## config.mk

```make
export PLATFORM = sky130hd
export DESIGN_NAME = bus_arbiter
export DESIGN_NICKNAME = d
export VERILOG_FILES = /design/src/rtl/bus_arbiter.sv
export SDC_FILE = /design/constraint.sdc
export NUM_CORES = 1
export LEC_CHECK = 0
export ABC_AREA = 0
export CAP_MARGIN = 20
export CELL_PAD_IN_SITES_DETAIL_PLACEMENT = 1
export CELL_PAD_IN_SITES_GLOBAL_PLACEMENT = 2
export CORE_AREA = 8 8 158 160
export CTS_CLUSTER_DIAMETER = 50
export DETAILED_ROUTE_END_ITERATION = 6
export DIE_AREA = 0 0 166 168
export GPL_TIMING_DRIVEN = 0
export PLACE_DENSITY = 0.91
export RECOVER_POWER = 25
export SLEW_MARGIN = 20
export SYNTH_ARGS = -nofsm -noshare
export SYNTH_HDL_FRONTEND = slang
export SYNTH_SLANG_ARGS = --single-unit
export TNS_END_PERCENT = 50
```

## constraint.sdc

```tcl
create_clock -name clock -period 5.25 [get_ports clock]
set_clock_uncertainty 0.15 [all_clocks]
set_input_delay 0.525 -clock clock [delete_from_list [all_inputs] [get_ports clock]]
set_output_delay 0.525 -clock clock [all_outputs]
set_load 0.02 [all_outputs]
```

## src/rtl/bus_arbiter.sv

```systemverilog
// rtl/bus_arbiter.sv - round-robin multi-port bus arbiter with wait-state handshake
// Optional watchdog abort enabled by defining BUS_ARBITER_TIMEOUT_EN.
module bus_arbiter #(
    parameter int NUM_PORTS      = 2,
    parameter int ADDR_WIDTH     = 32,
    parameter int DATA_WIDTH     = 32,
    parameter int TIMEOUT_CYCLES = 255
) (
    input  logic                              clock,
    input  logic                              reset,
    input  logic [NUM_PORTS*ADDR_WIDTH-1:0]   port_address,
    input  logic [NUM_PORTS*DATA_WIDTH-1:0]   port_write_data,
    input  logic [NUM_PORTS*DATA_WIDTH/8-1:0] port_byte_enable,
    input  logic [NUM_PORTS-1:0]              port_read_enable,
    input  logic [NUM_PORTS-1:0]              port_write_enable,
    output logic [NUM_PORTS-1:0]              port_ready,
    output logic [NUM_PORTS-1:0]              port_error,
    output logic [DATA_WIDTH-1:0]             port_read_data,
    output logic [ADDR_WIDTH-1:0]             bus_address,
    output logic [DATA_WIDTH-1:0]             bus_write_data,
    output logic [DATA_WIDTH/8-1:0]           bus_byte_enable,
    output logic                              bus_read_enable,
    output logic                              bus_write_enable,
    input  logic                              bus_ready,
    input  logic [DATA_WIDTH-1:0]             bus_read_data
);
    localparam int GW = (NUM_PORTS > 1) ? $clog2(NUM_PORTS) : 1;
    localparam int BW = DATA_WIDTH / 8;

    typedef enum logic [1:0] {IDLE, ACCESS, RESPOND} state_t;

    state_t                 state;
    logic [GW-1:0]          grant;
    logic [GW-1:0]          last_grant;
    logic [GW-1:0]          winner;
    logic                   req_any;
    logic [NUM_PORTS-1:0]   port_req;
    logic [NUM_PORTS-1:0]   ready_q;
    logic [DATA_WIDTH-1:0]  rd_data;
    logic                   winner_write;

`ifdef BUS_ARBITER_TIMEOUT_EN
    localparam int TW = $clog2(TIMEOUT_CYCLES + 1);
    logic [TW-1:0]          timer;
    logic [NUM_PORTS-1:0]   error_q;
    assign port_error = error_q;
`else
    assign port_error = '0;
`endif

    assign port_req       = port_read_enable | port_write_enable;
    assign port_ready     = ready_q;
    assign port_read_data = rd_data;
    assign winner_write   = port_write_enable[winner];

    // Search starts one past the previous winner so every requester gets a turn.
    always_comb begin
        int idx;
        idx     = 0;
        winner  = last_grant;
        req_any = 1'b0;
        for (int k = 1; k <= NUM_PORTS; k++) begin
            idx = int'(last_grant) + k;
            if (idx >= NUM_PORTS) idx = idx - NUM_PORTS;
            if (!req_any && port_req[idx]) begin
                req_any = 1'b1;
                winner  = GW'(idx);
            end
        end
    end

    always_ff @(posedge clock or negedge reset) begin
        if (!reset) begin
            state            <= IDLE;
            grant            <= '0;
            last_grant       <= GW'(NUM_PORTS - 1);
            ready_q          <= '0;
            rd_data          <= '0;
            bus_address      <= '0;
            bus_write_data   <= '0;
            bus_byte_enable  <= '0;
            bus_read_enable  <= 1'b0;
            bus_write_enable <= 1'b0;
`ifdef BUS_ARBITER_TIMEOUT_EN
            timer            <= '0;
            error_q          <= '0;
`endif
        end else begin
            ready_q <= '0;
`ifdef BUS_ARBITER_TIMEOUT_EN
            error_q <= '0;
`endif
            case (state)
                IDLE: begin
                    if (req_any) begin
                        grant            <= winner;
                        last_grant       <= winner;
                        bus_address      <= port_address[int'(winner)*ADDR_WIDTH +: ADDR_WIDTH];
                        bus_write_data   <= port_write_data[int'(winner)*DATA_WIDTH +: DATA_WIDTH];
                        bus_byte_enable  <= port_byte_enable[int'(winner)*BW +: BW];
                        bus_write_enable <= winner_write;
                        bus_read_enable  <= ~winner_write;
                        state            <= ACCESS;
`ifdef BUS_ARBITER_TIMEOUT_EN
                        timer            <= '0;
`endif
                    end
                end
                ACCESS: begin
                    // bus_ready is checked first so a completion on the limit cycle is not an error.
                    if (bus_ready) begin
                        rd_data          <= bus_write_enable ? '0 : bus_read_data;
                        bus_read_enable  <= 1'b0;
                        bus_write_enable <= 1'b0;
                        ready_q[grant]   <= 1'b1;
                        state            <= RESPOND;
                    end
`ifdef BUS_ARBITER_TIMEOUT_EN
                    else if (timer == TW'(TIMEOUT_CYCLES - 1)) begin
                        rd_data          <= '0;
                        bus_read_enable  <= 1'b0;
                        bus_write_enable <= 1'b0;
                        ready_q[grant]   <= 1'b1;
                        error_q[grant]   <= 1'b1;
                        state            <= RESPOND;
                    end else begin
                        timer <= timer + TW'(1);
                    end
`endif
                end
                RESPOND: state <= IDLE;
                default: state <= IDLE;
            endcase
        end
    end
endmodule

```

Word-level counts from Yosys, hierarchy flattened
Index checks and enable logic that the tools add are counted.
Storage, ports and cells
  register bits: 108
  input bits: 175
  output and inout bits: 106
Cells by class
  add/subtract/negate cells: 4
  $lt $le $gt $ge: 7
  eq/ne operators: 3
  shift operators: 3
  mux-type cells: 27
  bitwise gates (word level): 2
  reduce and logical (&&, ||, !) cells: 9
Operators with widths (count)
  variable part select 64 x 7 -> 32 bit: 2
  2-to-1 mux 32 bit: 3
  < comparator 32 x 3 -> 1 bit (second input constant): 2
  2-to-1 mux 1 bit: 16
  2-to-1 mux 2 bit: 4
  variable part select 8 x 4 -> 4 bit: 1
  AND reduction 2 bit: 3
  < comparator 1 x 2 -> 1 bit (second input constant): 2
  inequality test 2 bit (second input constant): 2
  case mux 1 bit (2 select lines): 2
  case mux 2 bit (2 select lines): 1
  subtractor 3 x 2 -> 4 bit (second input constant): 1
  adder 1 x 2 -> 3 bit (second input constant): 1
  greater-or-equal comparator 3 x 2 -> 1 bit (second input constant): 1
  AND reduction 3 bit: 1
  subtractor 2 x 2 -> 3 bit (second input constant): 1
  adder 1 x 1 -> 2 bit (second input constant): 1
  == test 2 x 1 -> 1 bit (second input constant): 1
  greater-or-equal comparator 2 bit (second input constant): 1
  logical AND 1 bit: 2
  zero test 2 bit: 1
  bitwise OR 2 bit: 1
  nonzero test 2 bit: 1
  demux 1 bit (select 1 bit): 1
  other kinds (3): 3

Logic depth before layout (Yosys ltp)
Gate-level depths: netlist (run 1).
  depth in word-level cells: 15
  depth in mapped cells: 6

Worst setup path after synthesis (run 1)
Ideal clock, no wire load.
  kind: input to register
  start point: in port_write_enable[0]
  end point: reg bus_address[28]
  setup time: 0.141 ns
  arrival time: 1.623 ns
  required time: 4.959 ns
  setup slack: 3.336 ns
  cell stages on the path: 6
  path buffers: 3
  path through: or4_1 clkbuf_1 buf_6 buf_6 a21oi_1 a31oi_1
Between the ends
  word-level cells in the longest chain between the ends: 9
RTL lines
  start: declaration: RTL line 15  | input logic [NUM_PORTS-1:0] port_write_enable,
  bitwise OR 2 bit (*): RTL line 51  | assign port_req = port_read_enable | port_write_enable;
  2-to-1 mux 1 bit (not written as such) (3 in a row): RTL line 65  | if (!req_any && port_req[idx]) begin
  2-to-1 mux 1 bit: RTL line 65
  zero test 1 bit: RTL line 65
  logical AND 1 bit: RTL line 65
  2-to-1 mux 1 bit: RTL line 65
  variable part select 64 x 7 -> 32 bit / AND reduction 2 bit (equally long branches)
  end signal: assignment: RTL line 98  | bus_address <= port_address[int'(winner)*ADDR_WIDTH +: ADDR_WIDTH];
  end: declaration: RTL line 19  | output logic [ADDR_WIDTH-1:0] bus_address,
Every way passes the cells marked *; elsewhere a longest branch is shown, timed or not. The select of a mux whose other input is x is not followed.
A chain may end at the register's enable or synchronous reset.

==> run_summary.xml, run 1 <==
<?xml version="1.0" encoding="UTF-8"?>
<metrics>
  <group name="clocking">
    <metric name="post_cts_setup_buffer_count" unit="">0</metric>
    <metric name="post_cts_resize_count" unit="">0</metric>
    <metric name="cts_buffers" unit="">9</metric>
    <metric name="post_cts_hold_buffer_count" unit="">1</metric>
    <metric name="insertion_delay" unit="ns">0.35</metric>
    <metric name="sinks_on_the_clock_net" unit="">108</metric>
    <metric name="tritoncts" unit="">done</metric>
    <metric name="clock_tree.buffer_depth" unit="">2</metric>
    <metric name="htree_num_levels" unit="">3</metric>
    <metric name="cts_root_buf" unit="">clkbuf_16</metric>
    <metric name="worst_setup_hold_path_clk_slew" unit="ns">0.08</metric>
  </group>
  <group name="logic_synthesis">
    <metric name="netlist_area" unit="mm^2">0.005087</metric>
    <metric name="synth_most_common_cell" unit="">dfrtp_1</metric>
    <metric name="yosys-top-cells-area" unit="">dfrtp_1, o21ai_0, a31oi_1, a21oi_1, nand3_1</metric>
    <metric name="netlist-cell-type-count" unit="">29</metric>
    <metric name="ys_warn_count" unit="">0</metric>
    <metric name="asyncSetResetFlopFracSynth" unit="%">100.0</metric>
    <metric name="yosys-mux-area-fraction" unit="%">0.6640</metric>
    <metric name="synth-adder-area-share" unit="%">0</metric>
    <metric name="synth_area_leader_cell" unit="">dfrtp_1</metric>
    <metric name="combinational_family_with_the_most_area_after_synthesis" unit="">compound AO/OA/AOI/OAI gates</metric>
    <metric name="synth_compound_gate_area_share" unit="%">25.82</metric>
    <metric name="synth-xor-area-share" unit="%">0</metric>
    <metric name="syn_avg_cell_area" unit="um^2">8.988</metric>
    <metric name="synthTopCellsByCount" unit="">dfrtp_1, o21ai_0, a21oi_1, a31oi_1, nand3_1</metric>
    <metric name="postSynthCellCount" unit="">566</metric>
    <metric name="synth_enable_flop_cells" unit="">0</metric>
    <metric name="synthSimpleGateAreaFrac" unit="%">14.63</metric>
    <metric name="fraction_of_post_synthesis_cell_area_in_the_top_cell_type_by_area" unit="%">52.63</metric>
    <metric name="sequential_fraction_of_the_synthesis_area" unit="%">53.15</metric>
    <metric name="ys_ff_latch" unit="">108</metric>
    <metric name="yosys_most_used_dff" unit="">dfrtp_1</metric>
  </group>
  <group name="cells_and_area">
    <metric name="area_delta_synth_final" unit="%">67.81</metric>
    <metric name="drive_above_1_share" unit="%">4.171</metric>
    <metric name="fill_cells" unit="">2627</metric>
    <metric name="design.final.nets" unit="">1033</metric>
    <metric name="num_antenna_cells" unit="">0</metric>
  </group>
  <group name="setup_path">
    <metric name="required" unit="ns">5.10</metric>
    <metric name="timing.critical_path.from_type" unit="">input pin</metric>
    <metric name="worstSetupPathType" unit="">in2async</metric>
    <metric name="cp.arrival" unit="ns">2.70</metric>
    <metric name="ordered_list_of_cells_on_the_worst_path" unit="">dlygate4sd3_1 -&gt; clkbuf_1</metric>
    <metric name="slowest_cell_delay_on_critical_path" unit="ns">1.62</metric>
    <metric name="critical-path-slowest-cell" unit="">clkbuf_1</metric>
    <metric name="timing.critical_path.to_type" unit="">async pin</metric>
    <metric name="worst_path_dominant_cell_family" unit="">buffers and inverters</metric>
    <metric name="cp_num_buf_inv" unit="">2</metric>
    <metric name="critical_path.max_fanout" unit="">37</metric>
  </group>
  <group name="sta">
    <metric name="timing.final.setup_violations" unit="">0</metric>
    <metric name="unrepaired_setup_endpoints_after_global_routing" unit="">false</metric>
    <metric name="achievable-frequency" unit="MHz">350.6</metric>
    <metric name="finalWorstSetupSlack" unit="ns">2.398</metric>
    <metric name="layout_min_cycle_time" unit="ns">2.852</metric>
    <metric name="finalCritPeriodShare" unit="%">54.33</metric>
    <metric name="timing_max_transition_violations_final" unit="">37</metric>
    <metric name="timing_worst_slew_pin_value" unit="ns">2.284</metric>
    <metric name="finalHoldViolations" unit="">0</metric>
    <metric name="slew_headroom" unit="%">-52.27</metric>
  </group>
  <group name="power_and_ir_drop">
    <metric name="p_leak" unit="uW">0.003275</metric>
    <metric name="p_total" unit="uW">4807</metric>
    <metric name="vdd_ir_drop_max" unit="V">0.0001489</metric>
    <metric name="power_density_over_the_cells" unit="mW/mm^2">563.1</metric>
  </group>
  <group name="routing">
    <metric name="drc" unit="">0</metric>
    <metric name="drt.antenna.violating_nets" unit="">0</metric>
    <metric name="dr.pass1.iters" unit="">4</metric>
    <metric name="via_per_inst" unit="">4.814</metric>
    <metric name="dr_total_vias" unit="">5527</metric>
    <metric name="routed_length_per_instance" unit="um">19.91</metric>
    <metric name="finalWirelength" unit="mm">22.86</metric>
    <metric name="drt_iter0_drc" unit="">190</metric>
  </group>
  <group name="global_routing">
    <metric name="number_of_antenna_violations_at_the_first_check_in_global_routing" unit="">2</metric>
    <metric name="grt_pass1_vias" unit="">6141</metric>
    <metric name="grt_max_degree" unit="">73</metric>
    <metric name="grt_pass1_wl" unit="mm">35.65</metric>
    <metric name="gr-total-overflow" unit="">0</metric>
    <metric name="grt_usage" unit="%">16.07</metric>
  </group>
  <group name="floorplanning">
    <metric name="floorplan.rows" unit="">55</metric>
    <metric name="dieWidth" unit="um">166</metric>
    <metric name="initial_core_util" unit="%">22.75</metric>
    <metric name="die_footprint" unit="mm^2">0.02789</metric>
    <metric name="placeableCoreArea" unit="mm^2">0.02237</metric>
    <metric name="fp.dieH" unit="um">168</metric>
    <metric name="io_pins" unit="">281</metric>
  </group>
  <group name="placement">
    <metric name="placement.io_buffers" unit="">278</metric>
    <metric name="dpl_ws" unit="ns">2.338</metric>
    <metric name="gpl.final_weighted_congestion" unit="">0.7811</metric>
    <metric name="post-dp-hpwl" unit="mm">17.42</metric>
  </group>
  <group name="flow_run">
    <metric name="maxCapViolCount" unit="">1</metric>
  </group>
  <group name="run_status">
    <metric name="run_status" unit="">finished with violations</metric>
    <metric name="violations" unit="">capacitance limit, slew limit</metric>
  </group>
  <group name="worst_hold_path">
    <metric name="timing.hold.worst.class" unit="">reg2reg</metric>
  </group>
</metrics>
worst register-to-register path: cells and delay by family (launching register included):
kind            cells  cell delay [ns]
flops               1             0.41
compound gates      1             0.16
buf+inv             2             0.69
simple gates        2             0.68
report_power, final:
part | total [uW] | switching [uW] | internal [uW]
logic | 2690 | 1510 | 1170
clock network | 672 | 347 | 325
registers | 1450 | 221 | 1230
state kept, by name (all words and copies together), names as in the netlist:
signal            count
port_read_data       32
state                 2
port_ready            2
bus_byte_enable       4
last_grant            1
bus_write_enable      1
bus_read_enable       1
bus_address          32
bus_write_data       32
grant                 1
final timing paths:
check | startpoint | endpoint | slack (ns) | cells past startpoint
worst min-delay path | port_read_data[23]$_DFFE_PN0P_ | port_read_data[23]$_DFFE_PN0P_ | 0.33 | 2
worst max register to register | state[0]$_DFFE_PN0P_ | bus_write_data[0]$_DFFE_PN0P_ | 3.02 | 5
min in group asynchronous | reset | port_read_data[15]$_DFFE_PN0P_ | 1.25 | 2
max in group clock | port_write_enable[1] | bus_write_data[4]$_DFFE_PN0P_ | 2.76 | 6
worst max-delay path | reset | bus_write_data[23]$_DFFE_PN0P_ | 2.40 | 2
worst min register to register | port_read_data[23]$_DFFE_PN0P_ | port_read_data[23]$_DFFE_PN0P_ | 0.33 | 2
final cells by class:
| type | count | area [um^2] | area share (%) |
|---|---|---|---|
| Timing Repair Buffer | 280 | 2814 | 32.96 |
| Clock buffer | 9 | 225.2 | 2.638 |
| Sequential cell | 108 | 2704 | 31.67 |
| Buffer | 63 | 280.3 | 3.283 |
| Tap cell | 285 | 356.6 | 4.177 |
| Inverter | 2 | 7.507 | 0.08794 |
| Clock inverter | 7 | 50.05 | 0.5863 |
| Multi-Input combinational cell | 394 | 2100 | 24.59 |
stage by stage:
step | instances | util (%) | TNS, ns | cell area (um^2) | hold slack [ns]
floorplan | 567 | - | 0 | 5091 | 0.07941
global placement | 1130 | 36.80 | -116.08 | 8230 | 0.3110
detailed placement | 1131 | 36.93 | 0 | 8259 | 0.3119
CTS | 1148 | 38.20 | 0 | 8544 | 0.3420
global route | 1148 | 38.17 | 0 | 8537 | 0.3703
finish | 1148 | 38.17 | 0 | 8537 | 0.3330
placed cells by master, fill, tap and decap left out, types with 4 or more instances in the layout:
cell type and instances:
buf_4 4, nand3_1 68, clkbuf_1 52, a21oi_1 68, nand2_1 33, a31oi_1 68, dfrtp_1 107, nand2b_1 33
buf_2 5, o21ai_0 102, clkbuf_16 9, clkdlybuf4s50_1 277
routing by layer:
| metal | vias up | global-route usage, % | wire [um] |
|---|---|---|---|
| li1 | 2626 | - | - |
| met1 | 2681 | 18.89 | 9550 |
| met2 | 191 | 27.71 | 11330 |
| met3 | 25 | 5.122 | 1514 |
| met4 | 4 | 4.704 | 445 |
| met5 | - | 0 | 23 |
kinds of logic after synthesis:
kind of cell / Yosys count
muxes: 3
other: 1
buffers and inverters: 65
DFF: 108
and+or+nand+nor: 146
AOI/OAI and AO/OA: 243
Note: power is estimated with default switching activity, not from simulation.
==> run 2, diff against run 1 <==
CORE_AREA = 8 8 173 175   (was 8 8 158 160)
DIE_AREA = 0 0 181 183   (was 0 0 166 168)
PLACE_DENSITY = 0.81   (was 0.91)
clock period = 2.4 ns   (was 5.25 ns; I/O delays follow)
==> run 2 against run 1 <==
Compared with the run above:
- the run still ends with capacitance limit, slew limit left
- worst setup slack worse by 2.2 ns
- cell count is 5.5% higher
- die area increased by 19%
- flip-flop and latch count stayed put
- via count decreased by 0.18%
- hold slack worse by 0.039 ns
- critical path depth grew 4
- global-route usage down 1.9 points
- highest routed layer is now met4
==> run_summary.xml, run 2 (synthesis gave the netlist of run 1 again) <==
<?xml version="1.0" encoding="UTF-8"?>
<metrics>
  <group name="setup_path">
    <metric name="required" unit="ns">2.53</metric>
    <metric name="worstSetupPathType" unit="">in2reg</metric>
    <metric name="critical_path.max_fanout" unit="">10</metric>
    <metric name="timing.critical_path.to_type" unit="">flip-flop</metric>
    <metric name="regToRegStartpoint" unit="">last_grant$_DFFE_PN1P_</metric>
    <metric name="cp.arrival" unit="ns">2.29</metric>
    <metric name="critPathLaunch" unit="">port_write_enable[1]</metric>
    <metric name="timing.critical_path.from_type" unit="">input pin</metric>
  </group>
  <group name="cells_and_area">
    <metric name="post-route-util" unit="%">31.70</metric>
    <metric name="drive_above_1_share" unit="%">4.751</metric>
    <metric name="design.final.nets" unit="">1033</metric>
    <metric name="layout_commonest_cell" unit="">clkdlybuf4s50_1</metric>
    <metric name="area_delta_synth_final" unit="%">70.27</metric>
    <metric name="layout.cells.most_common_list" unit="">clkdlybuf4s50_1, dfrtp_1, o21ai_0</metric>
  </group>
  <group name="power_and_ir_drop">
    <metric name="netSwitchingPower" unit="uW">4627</metric>
    <metric name="power_frac_comb" unit="%">55.5</metric>
    <metric name="power.share.switching" unit="%">43.20</metric>
    <metric name="power_frac_seq" unit="%">29.6</metric>
    <metric name="internal-power" unit="uW">6085</metric>
    <metric name="vdd_ir_drop_max" unit="V">0.0004311</metric>
    <metric name="power_density_over_the_cells" unit="mW/mm^2">1237</metric>
    <metric name="p_leak" unit="uW">0.003311</metric>
    <metric name="share_clk_of_total_power" unit="%">14.9</metric>
  </group>
  <group name="routing">
    <metric name="dr.pass1.iters" unit="">4</metric>
    <metric name="finalWirelength" unit="mm">24.04</metric>
    <metric name="routed_length_per_instance" unit="um">19.85</metric>
    <metric name="drt.antenna.violating_nets" unit="">0</metric>
    <metric name="via_per_inst" unit="">4.556</metric>
    <metric name="drt_iter0_drc" unit="">194</metric>
    <metric name="dr_total_vias" unit="">5517</metric>
    <metric name="drc" unit="">0</metric>
  </group>
  <group name="sta">
    <metric name="timing.final.setup_violations" unit="">0</metric>
    <metric name="unrepaired_setup_endpoints_after_global_routing" unit="">false</metric>
    <metric name="setup_tns" unit="ns">0</metric>
    <metric name="slew_headroom" unit="%">-7.193</metric>
    <metric name="timing_worst_slew_pin_value" unit="ns">1.608</metric>
    <metric name="finalCritPeriodShare" unit="%">89.90</metric>
    <metric name="layout_min_cycle_time" unit="ns">2.158</metric>
    <metric name="timing_max_transition_violations_final" unit="">66</metric>
    <metric name="finalHoldViolations" unit="">0</metric>
    <metric name="achievable-frequency" unit="MHz">463.5</metric>
    <metric name="finalHoldWorstSlack" unit="ns">0.2939</metric>
  </group>
  <group name="floorplanning">
    <metric name="initial_core_util" unit="%">18.62</metric>
    <metric name="dieWidth" unit="um">181</metric>
    <metric name="placeableCoreArea" unit="mm^2">0.02732</metric>
    <metric name="die_footprint" unit="mm^2">0.03312</metric>
    <metric name="floorplan.rows" unit="">61</metric>
    <metric name="fp.dieH" unit="um">183</metric>
    <metric name="io_pins" unit="">281</metric>
  </group>
  <group name="placement">
    <metric name="gpl.final_weighted_congestion" unit="">0.7601</metric>
    <metric name="post-dp-hpwl" unit="mm">18.05</metric>
    <metric name="placement.io_buffers" unit="">278</metric>
  </group>
  <group name="run_status">
    <metric name="violations" unit="">capacitance limit, slew limit</metric>
    <metric name="run_status" unit="">finished with violations</metric>
  </group>
  <group name="clocking">
    <metric name="worst_setup_hold_path_clk_slew" unit="ns">0.08</metric>
    <metric name="cts_buffers" unit="">9</metric>
    <metric name="htree_num_levels" unit="">3</metric>
    <metric name="insertion_delay" unit="ns">0.35</metric>
    <metric name="post_cts_setup_buffer_count" unit="">0</metric>
    <metric name="tritoncts" unit="">done</metric>
    <metric name="clock_tree.buffer_depth" unit="">2</metric>
    <metric name="cts_root_buf" unit="">clkbuf_16</metric>
    <metric name="sinks_on_the_clock_net" unit="">108</metric>
  </group>
  <group name="flow_run">
    <metric name="maxCapViolCount" unit="">1</metric>
  </group>
  <group name="global_routing">
    <metric name="grt_pass1_vias" unit="">6085</metric>
    <metric name="grt_usage" unit="%">14.22</metric>
    <metric name="gr-total-overflow" unit="">0</metric>
    <metric name="grt_pass1_wl" unit="mm">36.89</metric>
    <metric name="grt_max_degree" unit="">67</metric>
    <metric name="number_of_antenna_violations_at_the_first_check_in_global_routing" unit="">2</metric>
  </group>
  <group name="worst_hold_path">
    <metric name="min_from" unit="">bus_read_data[4]</metric>
    <metric name="timing.hold.worst.class" unit="">in2reg</metric>
  </group>
</metrics>
## run 2: cell types whose count changed in the layout (fill, tap and decap cells not counted), moves of 2 or more
cell | before | now
clkbuf_1 | 52 | 49
clkinv_4 | 0 | 2
clkbuf_2 | 0 | 3
clkinvlp_4 | 3 | 0
diode_2 | 0 | 2
## run 2: critical path: stages
cell and delay, ns:
clkdlybuf4s50_1 0.54, nor3_4 0.47, buf_2 0.31, clkbuf_1 0.38, o21ai_0 0.16, a31oi_1 0.19
## run 2: per-stage QoR
| stage | instance area [um^2] | instances | total power [uW] | worst slack [ns] |
|---|---|---|---|---|
| final | 8662 | 1211 | 10710 | 0.2423 |
| after CTS | 8647 | 1209 | 10920 | 0.02611 |
| after floorplan | 5091 | 567 | 6224 | 0.6576 |
| after global placement | 8307 | 1191 | 9154 | -3.856 |
| after detailed placement | 8335 | 1192 | 9254 | -0.3465 |
| after global routing | 8662 | 1211 | 11550 | 0.08235 |
## run 2: metal layers
| metal | track usage (%) | part of all wire, % | vias to the layer above |
|---|---|---|---|
| met2 | 23.78 | 48 | 181 |
| met4 | 5.313 | 2.6 | 0 |
| met1 | 17.32 | 43 | 2679 |
| li1 | - | - | 2630 |
| met3 | 3.898 | 6.0 | 27 |
| met5 | 0 | 0 | - |
## run 2: final timing paths
check | end | slack [ns] | cells past startpoint
min in group asynchronous | bus_write_data[11]$_DFFE_PN0P_ | 0.69 | 2
worst min-delay path | port_read_data[4]$_DFFE_PN0P_ | 0.29 | 3
worst min register to register | port_read_data[21]$_DFFE_PN0P_ | 0.34 | 2
worst max-delay path | bus_write_data[9]$_DFFE_PN0P_ | 0.24 | 6
worst max register to register | bus_write_data[2]$_DFFE_PN0P_ | 0.29 | 6
max in group asynchronous | bus_byte_enable[3]$_DFFE_PN0P_ | 0.43 | 2
## run 2: layout make-up
| type | count | area [um^2] |
|---|---|---|
| well taps | 346 | 432.9 |
| fillers | 3181 | 18660 |
| plain buffers | 63 | 284.0 |
| diodes | 2 | 5.005 |
| repair buffers | 280 | 2815 |
| clock inverters | 6 | 72.57 |
| inverters | 2 | 7.507 |
| flip-flops and latches | 108 | 2704 |
| multi-input cells | 394 | 2112 |
| clock buffers | 10 | 229.0 |
## run 2: power by group through the flow
stage / clock network [uW] / logic [uW] / registers (uW)
final: 1600 / 5950 / 3170
after global routing: 1750 / 6500 / 3300
after CTS: 1680 / 6070 / 3170
after detailed placement: 0 / 6050 / 3200
after global placement: 0 / 5980 / 3170
after floorplan: 0 / 2090 / 4130
## run 2: timing repair
item | 4_1_cts | 5_1_grt
endpoints found under the setup margin | 0 | 20
endpoints found under the hold margin | 64 | 0
hold buffers | 1 | 0
gates resized for setup | 0 | 9
